`src/rtl/bp_pkg.sv`:
```
// Shared constants and counter helpers for the branch direction predictor.
// Counters are handled at the widest legal width and truncated by the user.
package bp_pkg;

    localparam logic TAKEN         = 1'b1;
    localparam logic NOT_TAKEN     = 1'b0;
    localparam int   CTR_MAX_WIDTH = 4;

    typedef logic [CTR_MAX_WIDTH-1:0] ctr_t;

    // Weakly-taken value: only the MSB of a width-bit counter set.
    function automatic ctr_t ctr_reset_value(input int width);
        ctr_t value;
        value = ctr_t'(1) << (width - 1);
        return value;
    endfunction

    // Saturating step toward the resolved direction; never wraps.
    function automatic ctr_t ctr_saturate(input ctr_t ctr, input logic taken, input int width);
        ctr_t limit;
        ctr_t result;
        limit  = ctr_t'((1 << width) - 1);
        result = ctr;
        if (taken == TAKEN) begin
            if (ctr != limit) begin
                result = ctr + ctr_t'(1);
            end
        end else begin
            if (ctr != '0) begin
                result = ctr - ctr_t'(1);
            end
        end
        return result;
    endfunction

endpackage

```
`src/rtl/bp_counter_table.sv`:
```
// Table of saturating direction counters: one combinational read port and one
// saturating-update write port; every entry reloads weakly-taken on reset.
module bp_counter_table
    import bp_pkg::*;
#(
    parameter int INDEX_BITS = 6,
    parameter int CTR_WIDTH  = 2
) (
    input  logic                  i_clock,
    input  logic                  i_init_n,
    input  logic [INDEX_BITS-1:0] rd_index,
    output logic [CTR_WIDTH-1:0]  rd_ctr,
    input  logic                  wr_valid,
    input  logic [INDEX_BITS-1:0] wr_index,
    input  logic                  wr_taken
);

    localparam int ENTRIES = 1 << INDEX_BITS;
    localparam logic [CTR_WIDTH-1:0] CTR_RESET = CTR_WIDTH'(ctr_reset_value(CTR_WIDTH));

    logic [ENTRIES-1:0][CTR_WIDTH-1:0] ctr_vals;
    logic [ENTRIES-1:0]                wr_sel;
    logic [CTR_WIDTH-1:0]              wr_ctr_next;

    // Read sees the pre-update value, so a same-cycle update is not forwarded.
    assign rd_ctr      = ctr_vals[rd_index];
    assign wr_ctr_next = CTR_WIDTH'(ctr_saturate(ctr_t'(ctr_vals[wr_index]), wr_taken, CTR_WIDTH));

    genvar gi;
    generate
        for (gi = 0; gi < ENTRIES; gi++) begin : g_entry
            logic [CTR_WIDTH-1:0] ctr_reg;

            assign wr_sel[gi]   = wr_valid && (wr_index == INDEX_BITS'(gi));
            assign ctr_vals[gi] = ctr_reg;

            always_ff @(posedge i_clock) begin
                if (!i_init_n) begin
                    ctr_reg <= CTR_RESET;
                end else if (wr_sel[gi]) begin
                    ctr_reg <= wr_ctr_next;
                end
            end
        end
    endgenerate

endmodule

```
`src/rtl/bp_gshare_predictor.sv`:
```
// Branch direction predictor: registered prediction port, resolved-branch update
// port, saturating mispredict counter. Define BP_GSHARE_HIST_EN for gshare indexing.
module bp_gshare_predictor
    import bp_pkg::*;
#(
    parameter int PC_WIDTH       = 32,
    parameter int INDEX_BITS     = 6,
    parameter int CTR_WIDTH      = 2,
    parameter int HIST_BITS      = 6,
    parameter int MISS_CNT_WIDTH = 16
) (
    input  logic                      i_clock,
    input  logic                      i_init_n,
    input  logic                      i_pred_valid,
    input  logic [PC_WIDTH-1:0]       i_pred_pc,
    output logic                      o_pred_valid,
    output logic                      o_pred_taken,
    output logic [INDEX_BITS-1:0]     o_pred_index,
    output logic [CTR_WIDTH-1:0]      o_pred_ctr,
    input  logic                      i_upd_valid,
    input  logic [INDEX_BITS-1:0]     i_upd_index,
    input  logic                      i_upd_taken,
    input  logic                      i_upd_pred_taken,
    output logic [HIST_BITS-1:0]      o_history,
    output logic [MISS_CNT_WIDTH-1:0] o_miss_count
);

    logic [INDEX_BITS-1:0]     pc_index;
    logic [INDEX_BITS-1:0]     pred_index;
    logic [CTR_WIDTH-1:0]      rd_ctr;
    logic                      mispredict;
    logic                      unused_pc_bits;

    logic                      pred_valid_reg;
    logic                      pred_taken_reg;
    logic [INDEX_BITS-1:0]     pred_index_reg;
    logic [CTR_WIDTH-1:0]      pred_ctr_reg;
    logic [MISS_CNT_WIDTH-1:0] miss_count_reg;

    // Instructions are word aligned, so the two low PC bits carry no information.
    assign pc_index       = i_pred_pc[INDEX_BITS+1:2];
    assign unused_pc_bits = ^{i_pred_pc[PC_WIDTH-1:INDEX_BITS+2], i_pred_pc[1:0]};

`ifdef BP_GSHARE_HIST_EN
    logic [HIST_BITS-1:0] history_reg;
    logic [HIST_BITS-1:0] history_next;

    generate
        if (HIST_BITS == 1) begin : g_hist_single
            assign history_next = i_upd_taken;
        end else begin : g_hist_shift
            assign history_next = {history_reg[HIST_BITS-2:0], i_upd_taken};
        end
    endgenerate

    always_ff @(posedge i_clock) begin
        if (!i_init_n) begin
            history_reg <= '0;
        end else if (i_upd_valid) begin
            history_reg <= history_next;
        end
    end

    // A prediction issued alongside an update still hashes with the old history.
    assign pred_index = pc_index ^ INDEX_BITS'(history_reg);
    assign o_history  = history_reg;
`else
    assign pred_index = pc_index;
    assign o_history  = '0;
`endif

    bp_counter_table #(
        .INDEX_BITS (INDEX_BITS),
        .CTR_WIDTH  (CTR_WIDTH)
    ) u_table (
        .i_clock  (i_clock),
        .i_init_n (i_init_n),
        .rd_index (pred_index),
        .rd_ctr   (rd_ctr),
        .wr_valid (i_upd_valid),
        .wr_index (i_upd_index),
        .wr_taken (i_upd_taken)
    );

    // Result fields hold their last values when no request is made.
    always_ff @(posedge i_clock) begin
        if (!i_init_n) begin
            pred_valid_reg <= 1'b0;
            pred_taken_reg <= NOT_TAKEN;
            pred_index_reg <= '0;
            pred_ctr_reg   <= '0;
        end else begin
            pred_valid_reg <= i_pred_valid;
            if (i_pred_valid) begin
                pred_taken_reg <= rd_ctr[CTR_WIDTH-1];
                pred_index_reg <= pred_index;
                pred_ctr_reg   <= rd_ctr;
            end
        end
    end

    assign mispredict = i_upd_valid && (i_upd_taken != i_upd_pred_taken);

    always_ff @(posedge i_clock) begin
        if (!i_init_n) begin
            miss_count_reg <= '0;
        end else if (mispredict && (miss_count_reg != '1)) begin
            miss_count_reg <= miss_count_reg + MISS_CNT_WIDTH'(1);
        end
    end

    assign o_pred_valid = pred_valid_reg;
    assign o_pred_taken = pred_taken_reg;
    assign o_pred_index = pred_index_reg;
    assign o_pred_ctr   = pred_ctr_reg;
    assign o_miss_count = miss_count_reg;

endmodule

```
`config.mk`:
```
export PLATFORM = sky130hd
export DESIGN_NAME = bp_gshare_predictor
export DESIGN_NICKNAME = d
export VERILOG_FILES = /design/src/rtl/bp_pkg.sv /design/src/rtl/bp_counter_table.sv /design/src/rtl/bp_gshare_predictor.sv
export SDC_FILE = /design/constraint.sdc
export NUM_CORES = 1
export LEC_CHECK = 0
export BUFFER_PORTS_ARGS = -buffer_cell sky130_fd_sc_hd__buf_2
export CAP_MARGIN = 20
export CORE_MARGIN = 4
export CORE_UTILIZATION = 60
export CTS_BUF_LIST = sky130_fd_sc_hd__clkbuf_8
export CTS_CLUSTER_SIZE = 10
export DETAILED_ROUTE_END_ITERATION = 8
export GPL_TIMING_DRIVEN = 0
export PLACE_DENSITY = 0.83
export SYNTH_ARGS = -nofsm -noshare
export SYNTH_HDL_FRONTEND = slang
export SYNTH_SLANG_ARGS = --single-unit
export TNS_END_PERCENT = 50
```
`constraint.sdc`:
```
create_clock -name i_clock -period 3.9 [get_ports i_clock]
set_input_delay 0.975 -clock i_clock [delete_from_list [all_inputs] [get_ports i_clock]]
set_output_delay 0.975 -clock i_clock [all_outputs]
set_load 0.02 [all_outputs]
```
Word level (Yosys, flattened, before mapping). Index checks and enable logic that the tools add are counted.

Reduce and logical (&&, ||, !) cells: 68. Add/sub/neg operators: 3. Muxes and demuxes: 7. Eq/ne operators: 66. Order comparisons: 2.

Operator list (number): == test 6 bit, second input constant (32); == test 6 x 5 -> 1 bit, second input constant (16); logical AND 1 bit (66); == test 6 x 4 -> 1 bit, second input constant (8); binary-select mux 2 bit (select 6 bit) (2); == test 6 x 3 -> 1 bit, second input constant (4); adder 16 x 1 -> 16 bit, second input constant (1); inequality test 16 bit, second input constant (1); < comparator 6 x 7 -> 1 bit, second input constant (2); == test 6 x 2 -> 1 bit, second input constant (2); two-way mux 2 bit (5); == test 6 x 1 -> 1 bit, second input constant (1); logical NOT 6 bit (1); adder 2 x 1 -> 2 bit, second input constant (1); inequality test 2 bit, second input constant (1); nonzero test 2 bit (1); subtractor 2 x 1 -> 2 bit, second input constant (1); inequality test 1 bit (1).

Flip-flop bits (word level): 154. Bits of input ports: 44. Word-level logic and storage cells: 215.

Longest topological paths before layout. Gate-level depths: netlist (run 1).

Depth in word-level cells: 5. Gate-level depth with buffers: 13. Gate-level depth less buffers: 7.

Hierarchy. A second synthesis (run 1) with hierarchy kept.

Cells, all modules: 814. Area total of the unflattened synthesis: 8330.5 sq um.

By module, submodules not included: bp_counter_table (cells each 676, area each 7088.0 sq um, seq. area each 2562.5 sq um, times used 1); bp_gshare_predictor (cells each 138, area each 1242.4 sq um, seq. area each 500.5 sq um, times used 1).

Worst setup path before layout (run 1). OpenSTA, ideal clock, no wires.

Kind: input-to-reg. Start point: input i_pred_pc[2]. End point: register pred_ctr_reg[0] (netlist: o_pred_ctr[0]). Buffers on the path: 2. Stages: 7. Required time: 3.787 ns. Setup time: 0.113 ns. Setup slack: 0.440 ns. Arrival time: 3.347 ns. Path through: clkbuf_1 > buf_1 > mux4_2 > mux4_2 > mux4_2 > nand2_1 > nand2_1.

Cells in the longest elaborated chain, start to end: 2.

RTL lines: start: declaration (RTL line bp_gshare_predictor.sv:15) `input logic [PC_WIDTH-1:0] i_pred_pc,`; binary-select mux 2 bit (select 6 bit) (RTL line bp_counter_table.sv:26) `assign rd_ctr = ctr_vals[rd_index];`; two-way mux 2 bit (implied by the code) (RTL line bp_counter_table.sv:26); end signal: assignment (RTL line bp_gshare_predictor.sv:97) `pred_ctr_reg <= rd_ctr;`; end: declaration (RTL line bp_gshare_predictor.sv:37) `logic [CTR_WIDTH-1:0] pred_ctr_reg;`.

Every way passes these cells. The select of a mux whose other input is x is not followed. A chain may end at the register's enable or synchronous reset.

Worst setup path in the final report (run 1).
Start point: input i_upd_index[3]. End point: register u_table.g_entry[8].ctr_reg[1].

Cells in the longest elaborated chain, start to end: 5. Elaborated cells between the ends (all ways): 11. Those cells by class: add/sub (2); eq/ne (2); mux (5); reduce/logical (2).

RTL lines: start: declaration (RTL line bp_gshare_predictor.sv:21) `input logic [INDEX_BITS-1:0] i_upd_index,`; binary-select mux 2 bit (select 6 bit) (RTL line bp_counter_table.sv:27) `assign wr_ctr_next = CTR_WIDTH'(ctr_saturate(ctr_t'(ctr_vals[wr_index]), wr_taken, CTR_WIDTH));`; two-way mux 2 bit (implied by the code) (RTL line bp_counter_table.sv:27); subtractor 2 x 1 -> 2 bit, or another cell as far along (RTL line bp_pkg.sv:30) `result = ctr - ctr_t'(1);`; two-way mux 2 bit, on equally long branches (RTL line bp_pkg.sv:29, bp_pkg.sv:25); two-way mux 2 bit (RTL line bp_pkg.sv:24) `if (taken == TAKEN) begin`; end signal: assignment (RTL line bp_counter_table.sv:41) `ctr_reg <= wr_ctr_next;`; end: declaration (RTL line bp_counter_table.sv:32) `logic [CTR_WIDTH-1:0] ctr_reg;`.

Parallel ways exist; a longest one is shown, timed or not. The select of a mux whose other input is x is not followed.

==> summary.txt, run 1 <==
Run status
  – Status: finished, final reports clean

Clock network
  – Post-CTS setup buffers: 0
  – Clk slew on worst S/H paths: 0.08 ns
  – Clk_lat worst skew: 0.49 ns
  – CTS tree: built
  – Clk buf depth: 2
  – Sink Count: 153
  – Clock root buffer master: clkbuf_8
  – H-Tree Depth: 4
  – Post-cts hold buffer count: 0
  – Total CTS buffers: 17

Logic synthesis
  – Largest area contributor in the synthesized netlist: dfxtp_1
  – Commonest cells in the netlist: 153 x dfxtp_1, 73 x nor2_1, 71 x mux4_2, 71 x o21ai_0
  – Largest cells by area after synthesis: dfxtp_1 38%, mux4_2 20%, nor3b_1 6.2%
  – Simple-gate share of the synthesized area: 16.1%
  – Synth unique cells: between 40 and 50
  – Post-synth top flop: dfxtp_1
  – Adder-cell share of the synthesized area: 0.422%
  – Mapped Cells: ~800
  – Mux contribution to synthesized area: 22.3%
  – Post-synthesis instance area: 8010 µm²
  – Count of state elements after synthesis: 153
  – Number of synthesized flops with an enable pin: 0
  – Sequential share of the synthesized area: 38.2%
  – Top-count cell post-synth: dfxtp_1
  – Synth Area in Compound Gates: 16.2%
  – Synth async-reset ratio: 0%
  – Avg Synthesized Cell Area: 10.1 µm²
  – XOR/XNOR Fraction of Synth Area: 1.20%
  – Largest family of logic cells by synthesized area: multiplexers
  – YS warnings: 0
  – Share of the synthesized area in the top cell type: 38.2%

STA
  – Tmin final: 3.80 ns
  – Worst-Margin Slew: 1.06 ns
  – Final setup viols: 0
  – Fmax: ~260 MHz
  – Final Skew: 0.0118 ns
  – Setup Total Neg Slack: 0 ns
  – Slew margin rel.: 29.6%
  – Max Slew Vio Count: 0
  – Part of the cycle the worst path needs: 97.5%
  – RSZ-0062 raised after global routing: no
  – Fin. Hold Viols: 0
  – Post-route setup slack: 0.0979 ns

Detailed routing
  – DR vias/cell: 6.92
  – Drt drc: 0
  – Routed WL: 26300 µm
  – Pre-antenna DRT Iters: 6
  – Wire per inst: 25.4 µm
  – DR iter-0 viols: between 1000 and 1500
  – Antenna Nets Post-Route: 0
  – Via count: around 7200

Power and ir drop
  – Power Density: 377 nW/µm²
  – Internal power: 2.44 mW
  – Switching power: around 910 µW
  – Final Power: 3.35 mW
  – Sw Share: a little over a quarter
  – Peak supply drop: 0.352 mV
  – Sequential Power Share: 47.4%
  – LEAKAGE: 3.02 nW
  – Clock power share: 40.4%
  – Comb pwr share: 12.2%

Critical path
  – Critical path launch point type: primary input
  – Cell depth of the worst flop-to-flop path: 9
  – Critical path peak fanout: 10
  – Req. time, crit path: 4.31 ns
  – Worst setup EP type: flop
  – CP Class: in -> reg
  – RR Endpoint: u_table.g_entry[8].ctr_reg[1]
  – Worst reg-to-reg setup slack: 1.14 ns
  – Critical R2R Launch: u_table.g_entry[27].ctr_reg[1]
  – Worst Path Arrival: 4.21 ns

Global route
  – First-pass GRT wire length: 40400 µm
  – Antenna violations before repair: 0
  – Total GRT Usage: between 30% and 40%
  – Grt ovf: 0
  – Pin count of the biggest net entering global routing: 17
  – Vias in the first global route: 7022

Placement
  – Buffers on Ports: 32
  – RD Place Congestion: 1.07
  – Placed cell area: 8400 µm²
  – Pre-CTS setup slack: -0.286 ns
  – HPWL after DPL: 18800 µm

Hold path
  – Hold-critical path endpoint: o_pred_ctr[0]
  – Worst Hold Class: reg -> reg
  – Hold path start: o_pred_ctr[0]
  – Worst hold stages: 2

Cells and area
  – Inserted Diodes: 0
  – Layout cell share with drive strength beyond 1: 21.4%
  – Final net count: approximately 900
  – Max reg flops: 128
  – Synth-to-Final Area Change: 10.7%
  – Post-Layout Inst Area: 8870 µm²

Floorplanning
  – Die width: 124 µm
  – Core Box Area: about 13000 µm²
  – Row count: 41
  – Die Footprint: around 15000 µm²
  – Ports: 76
  – Initial Utilization: 62.4%
  – Die Ht: 124 µm

Run
  – Max-cap violation count: 0
-- power groups by stage --
stage | Clock, mW | Combinational, mW | Sequential, mW
finish | 1.35 | 0.408 | 1.59
global route | 1.41 | 0.425 | 1.59
CTS | 1.34 | 0.391 | 1.59
detailed placement | 0 | 0.389 | 1.62
global placement | 0 | 0.384 | 1.62
floorplan | 0 | 0.264 | 1.63
-- worst max-delay path, cell delays in order --
cell and delay (ns):
buf_2 0.25, buf_1 0.57, clkbuf_1 0.52, nand3b_1 0.17, o22ai_1 0.14, nor4b_1 0.09
a21oi_1 0.30, o21ai_0 0.22, maj3_1 0.38, buf_6 0.18, buf_4 0.20, a31oi_1 0.20
-- placed cells by master, fill, tap and decap left out, types with 7 or more instances in the layout --
cell type and n:
buf_2 40, mux4_2 71, nand2_1 32, o21ai_0 71, buf_6 13, clkbuf_8 19, buf_4 9, nor2b_1 13
a21oi_1 57, nor3b_1 66, a21oi_2 10, nand3_1 17, dfxtp_1 153, and2_1 11, a31oi_1 66, mux2i_1 14
clkbuf_1 42, nor2_1 73, xnor2_1 7
-- kinds of logic (layout without fill, tap and decap cells) --
group | Yosys count | in the layout
muxes | 89 | 89
AOI/OAI and AO/OA | 222 | 222
and+or+nand+nor | 235 | 235
xor gates and xnor gates | 11 | 11
other | 1 | 6
buffers and inverters | 80 | 146
DFF | 153 | 153
adders and majority gates | 3 | 3
-- final cells by class --
cell class	instances	area (µm²)
inverter	3	11.3
fill	965	3960
clock buffer	19	262
buffer	77	432
multi-input combinational	566	4520
clock inverter	13	174
sequential	153	3060
tap	172	215
timing repair buffer	34	190
-- through the flow --
| step | utilization, % | cells | hold WS, ns |
|---|---|---|---|
| 6_report | 69.2 | 1037 | 0.498 |
| 2_1_floorplan | - | 799 | 0.509 |
| 3_3_place_gp | 65.5 | 1003 | 0.456 |
| 5_1_grt | 69.2 | 1037 | 0.516 |
| 3_5_place_dp | 65.5 | 1003 | 0.478 |
| 4_1_cts | 68.9 | 1035 | 0.492 |
-- how the worst max path moves through the flow --
stage | from | to | depth (start not counted)
2_1_floorplan | i_pred_pc[2] | o_pred_ctr[0] | 7
3_3_place_gp | i_upd_index[3] | u_table.g_entry[8].ctr_reg[1] | 12
3_5_place_dp | i_upd_index[3] | u_table.g_entry[2].ctr_reg[1] | 12
4_1_cts | i_upd_index[3] | u_table.g_entry[8].ctr_reg[1] | 12
5_1_grt | i_upd_index[3] | u_table.g_entry[2].ctr_reg[1] | 12
6_report | i_upd_index[3] | u_table.g_entry[8].ctr_reg[1] | 12
-- per-layer routing --
layer,global-route usage [%],wire length [µm],vias to the layer above
li1,-,-,3106
met1,46.2,9880,3415
met2,55.0,11900,525
met3,10.8,2940,125
met4,20.1,1580,0
met5,0,0,-
-- repair_timing --
item,in CTS,in global routing
resized for setup,0,2
endpoints found under the hold margin,0,0
endpoints found under the setup margin,0,1
(Power assumes the default switching activity.)
==> run 2, diff against run 1 <==
--- a/config.mk
+++ b/config.mk
@@ -6,15 +6,15 @@
 export NUM_CORES = 1
 export LEC_CHECK = 0
 export BUFFER_PORTS_ARGS = -buffer_cell sky130_fd_sc_hd__buf_2
-export CAP_MARGIN = 20
 export CORE_MARGIN = 4
 export CORE_UTILIZATION = 60
 export CTS_BUF_LIST = sky130_fd_sc_hd__clkbuf_8
 export CTS_CLUSTER_SIZE = 10
 export DETAILED_ROUTE_END_ITERATION = 8
 export GPL_TIMING_DRIVEN = 0
-export PLACE_DENSITY = 0.83
+export PLACE_DENSITY = 0.82
 export SYNTH_ARGS = -nofsm -noshare
 export SYNTH_HDL_FRONTEND = slang
+export SYNTH_HIERARCHICAL = 1
 export SYNTH_SLANG_ARGS = --single-unit
 export TNS_END_PERCENT = 50
==> summary.txt, run 2 <==
Run status
  – Status: finished, final reports clean

STA
  – Fmax: 278 MHz (+5.8%)
  – RSZ-0062 raised after global routing: no
  – Final Skew: 0.0135 ns (+0.00172 ns)
  – Setup Total Neg Slack: 0 ns (unchanged)
  – Slew margin rel.: 29.1% (-0.50 points)
  – Min Hold Slack: 0.492 ns (-0.00561 ns)
  – Max Slew Vio Count: 0 (unchanged)
  – Worst-Margin Slew: 1.06 ns (+0.00744 ns)
  – Post-route setup slack: 0.306 ns (+0.208 ns)
  – Fin. Hold Viols: 0 (unchanged)
  – Final setup viols: 0 (unchanged)
  – Part of the cycle the worst path needs: 92.2% (-5.3 points)
  – Tmin final: 3.59 ns (-0.208 ns)

Clock network
  – Clk slew on worst S/H paths: 0.08 ns (about the same)
  – CTS tree: built
  – Clk buf depth: 2 (unchanged)
  – Post-cts hold buffer count: 0 (unchanged)
  – H-Tree Depth: 4 (unchanged)
  – Post-CTS setup buffers: 0 (unchanged)
  – Sink Count: 153 (unchanged)
  – Total CTS buffers: 17 (unchanged)
  – Clk_lat worst skew: 0.47 ns (-0.02 ns)
  – Clock root buffer master: clkbuf_8
  – # resized after CTS: 0 (unchanged)

Power and ir drop
  – LEAKAGE: 3.10 nW (+2.4%)
  – Comb pwr share: 11.7% (-0.5 points)
  – Power Density: 360 nW/µm² (-4.6%)
  – Peak supply drop: 0.359 mV (+1.9%)
  – Clock power share: 40.3% (about the same)
  – Switching power: 902 µW (-0.52%)
  – Internal power: 2.41 mW (-1.4%)
  – Sw Share: 27.3% (+0.17 points)
  – Sequential Power Share: 47.9% (+0.5 points)

Hold path
  – Worst Hold Class: reg -> reg
  – Worst hold stages: 2 (unchanged)
  – Hold path start: o_pred_index[5]
  – Hold-critical path endpoint: o_pred_index[5]

Global route
  – Antenna violations before repair: 0 (unchanged)
  – First-pass GRT wire length: 39300 µm (-2.7%)
  – Grt ovf: 0 (unchanged)
  – Total GRT Usage: 32.1% (-4.1 points)
  – Pin count of the biggest net entering global routing: 17 (unchanged)
  – Vias in the first global route: 6872 (-2.1%)

Floorplanning
  – Die Footprint: 15800 µm² (+3.8%)
  – Die width: 126 µm (+1.9%)
  – Die Ht: 126 µm (+1.9%)
  – Initial Utilization: 62.2% (-0.28 points)
  – Ports: 76 (unchanged)
  – Row count: 42 (+2.4%)
  – Core Box Area: 13400 µm² (+4.5%)

Logic synthesis
  – YS warnings: 6 (+6)
  – Mux contribution to synthesized area: 23.6% (+1.3 points)
  – Post-synth top flop: dfxtp_1
  – Synth async-reset ratio: 0% (unchanged)
  – Count of state elements after synthesis: 153 (unchanged)
  – Commonest cells in the netlist: 153 x dfxtp_1, 126 x a31oi_1, 81 x nor2_1
  – Top-count cell post-synth: dfxtp_1
  – Post-synthesis instance area: 8330 µm² (+4.0%)
  – Simple-gate share of the synthesized area: 15.1% (-0.97 points)
  – Number of synthesized flops with an enable pin: 0 (unchanged)
  – Adder-cell share of the synthesized area: 0.285% (-0.14 points)
  – Largest family of logic cells by synthesized area: multiplexers
  – Synth Area in Compound Gates: 17.4% (+1.2 points)
  – Sequential share of the synthesized area: 36.8% (-1.5 points)
  – Share of the synthesized area in the top cell type: 36.8% (-1.5 points)
  – Synth unique cells: 55 (+28%)
  – XOR/XNOR Fraction of Synth Area: 0.195% (-1.0 points)
  – Largest cells by area after synthesis: dfxtp_1 37%, mux4_2 15%, a31oi_1 9.5%
  – Largest area contributor in the synthesized netlist: dfxtp_1
  – Mapped Cells: 814 (+2.5%)
  – Avg Synthesized Cell Area: 10.2 µm² (+1.5%)

Cells and area
  – Most frequent cells in the layout: 153 x dfxtp_1, 126 x a31oi_1, 81 x nor2_1
  – Inserted Diodes: 0 (unchanged)
  – Core Util, Final: 68.6% (-0.53 points)
  – Synth-to-Final Area Change: 10.4%
  – Final net count: 921 (+2.7%)
  – Layout cell share with drive strength beyond 1: 21.5% (+0.098 points)
  – Leading cell type in the layout, fill and taps excluded: dfxtp_1
  – Max reg flops: 128 (unchanged)
  – Fillers: 1047 (+8.5%)

Detailed routing
  – DR iter-0 viols: 1151 (+3.0%)
  – Routed WL: 25600 µm (-2.7%)
  – Via count: 7592 (+5.9%)
  – Drt drc: 0 (unchanged)
  – Pre-antenna DRT Iters: 6 (unchanged)
  – Antenna Nets Post-Route: 0 (unchanged)
  – DR vias/cell: 7.13 (+3.1%)
  – Wire per inst: 24.1 µm (-5.2%)

Placement
  – Pre-CTS setup slack: -0.178 ns (+0.108 ns)
  – Buffers on Ports: 38 (+19%)
  – HPWL after DPL: 18200 µm (-2.9%)
  – RD Place Congestion: 1.02 (-4.9%)

Critical path
  – CP Class: in -> reg
  – Critical path peak fanout: 10 (unchanged)
  – RR Endpoint: u_table/g_entry[53].ctr_reg[0]
  – Worst setup EP type: flop
  – Worst Path Arrival: 3.94 ns (-0.27 ns)
  – Worst reg-to-reg setup slack: 1.17 ns (+0.03 ns)
  – Critical R2R Launch: u_table/g_entry[0].ctr_reg[0]
  – Req. time, crit path: 4.25 ns (-0.06 ns)
  – Critical path launch point type: primary input
  – Cell depth of the worst flop-to-flop path: 8 (-1)

Run
  – Max-cap violation count: 0 (unchanged)
[run 2: routing by layer]
metal | GRT usage, % | vias up | part of all wire, %
met5 | 0 | - | 0
met4 | 14.2 | 0 | 4.9
met3 | 10.8 | 110 | 14
met2 | 47.1 | 599 | 43
met1 | 43.3 | 3603 | 38
li1 | - | 3280 | -
[run 2: critical path, stage by stage]
cell      delay, ns
buf_2          0.09
clkbuf_1       0.25
buf_1          0.83
mux4_2         0.65
mux4_2         0.51
mux2_2         0.31
nand2_1        0.07
o21ai_0        0.07
mux2i_1        0.13
nor2_1         0.05
[run 2: worst max path at each step]
stage | from | end | depth (start not counted)
2_1_floorplan | i_pred_pc[2] | o_pred_taken | 9
3_3_place_gp | i_pred_pc[2] | o_pred_taken | 10
3_5_place_dp | i_pred_pc[2] | o_pred_taken | 10
4_1_cts | i_pred_pc[2] | o_pred_taken | 10
5_1_grt | i_pred_pc[2] | o_pred_taken | 10
6_report | i_pred_pc[2] | o_pred_taken | 10
[run 2: layout make-up]
cell class	instances	area [µm²]	share of cell area, %
clock buffers	17	234	2.54
plain buffers	82	520	5.66
inverters	8	30.0	0.327
multi-input cells	576	4740	51.5
flip-flops and latches	153	3060	33.3
repair buffers	38	190	2.07
clock inverters	15	203	2.20
well taps	176	220	2.39
[run 2: kinds of logic after synthesis]
family                     Yosys count
adders and majority gates            2
AOI/OAI and AO/OA                  233
buffers and inverters               90
muxes                              103
xor gates and xnor gates             1
other                                1
and+or+nand+nor                    231
DFF                                153
[run 2: power by group through the flow]
stage,Sequential [mW],Combinational (mW),Clock (mW)
global placement,1.62,0.373,0
detailed placement,1.62,0.377,0
floorplan,1.63,0.258,0
CTS,1.59,0.377,1.33
finish,1.59,0.389,1.33
global route,1.59,0.407,1.41
[run 2: per-stage QoR]
step / power, mW / cells / instance area [µm²]
6_report: 3.31 / 1065 / 9200
5_1_grt: 3.40 / 1065 / 9200
4_1_cts: 3.30 / 1065 / 9200
3_5_place_dp: 2.00 / 1033 / 8760
3_3_place_gp: 2.00 / 1033 / 8760
2_1_floorplan: 1.89 / 819 / 8350
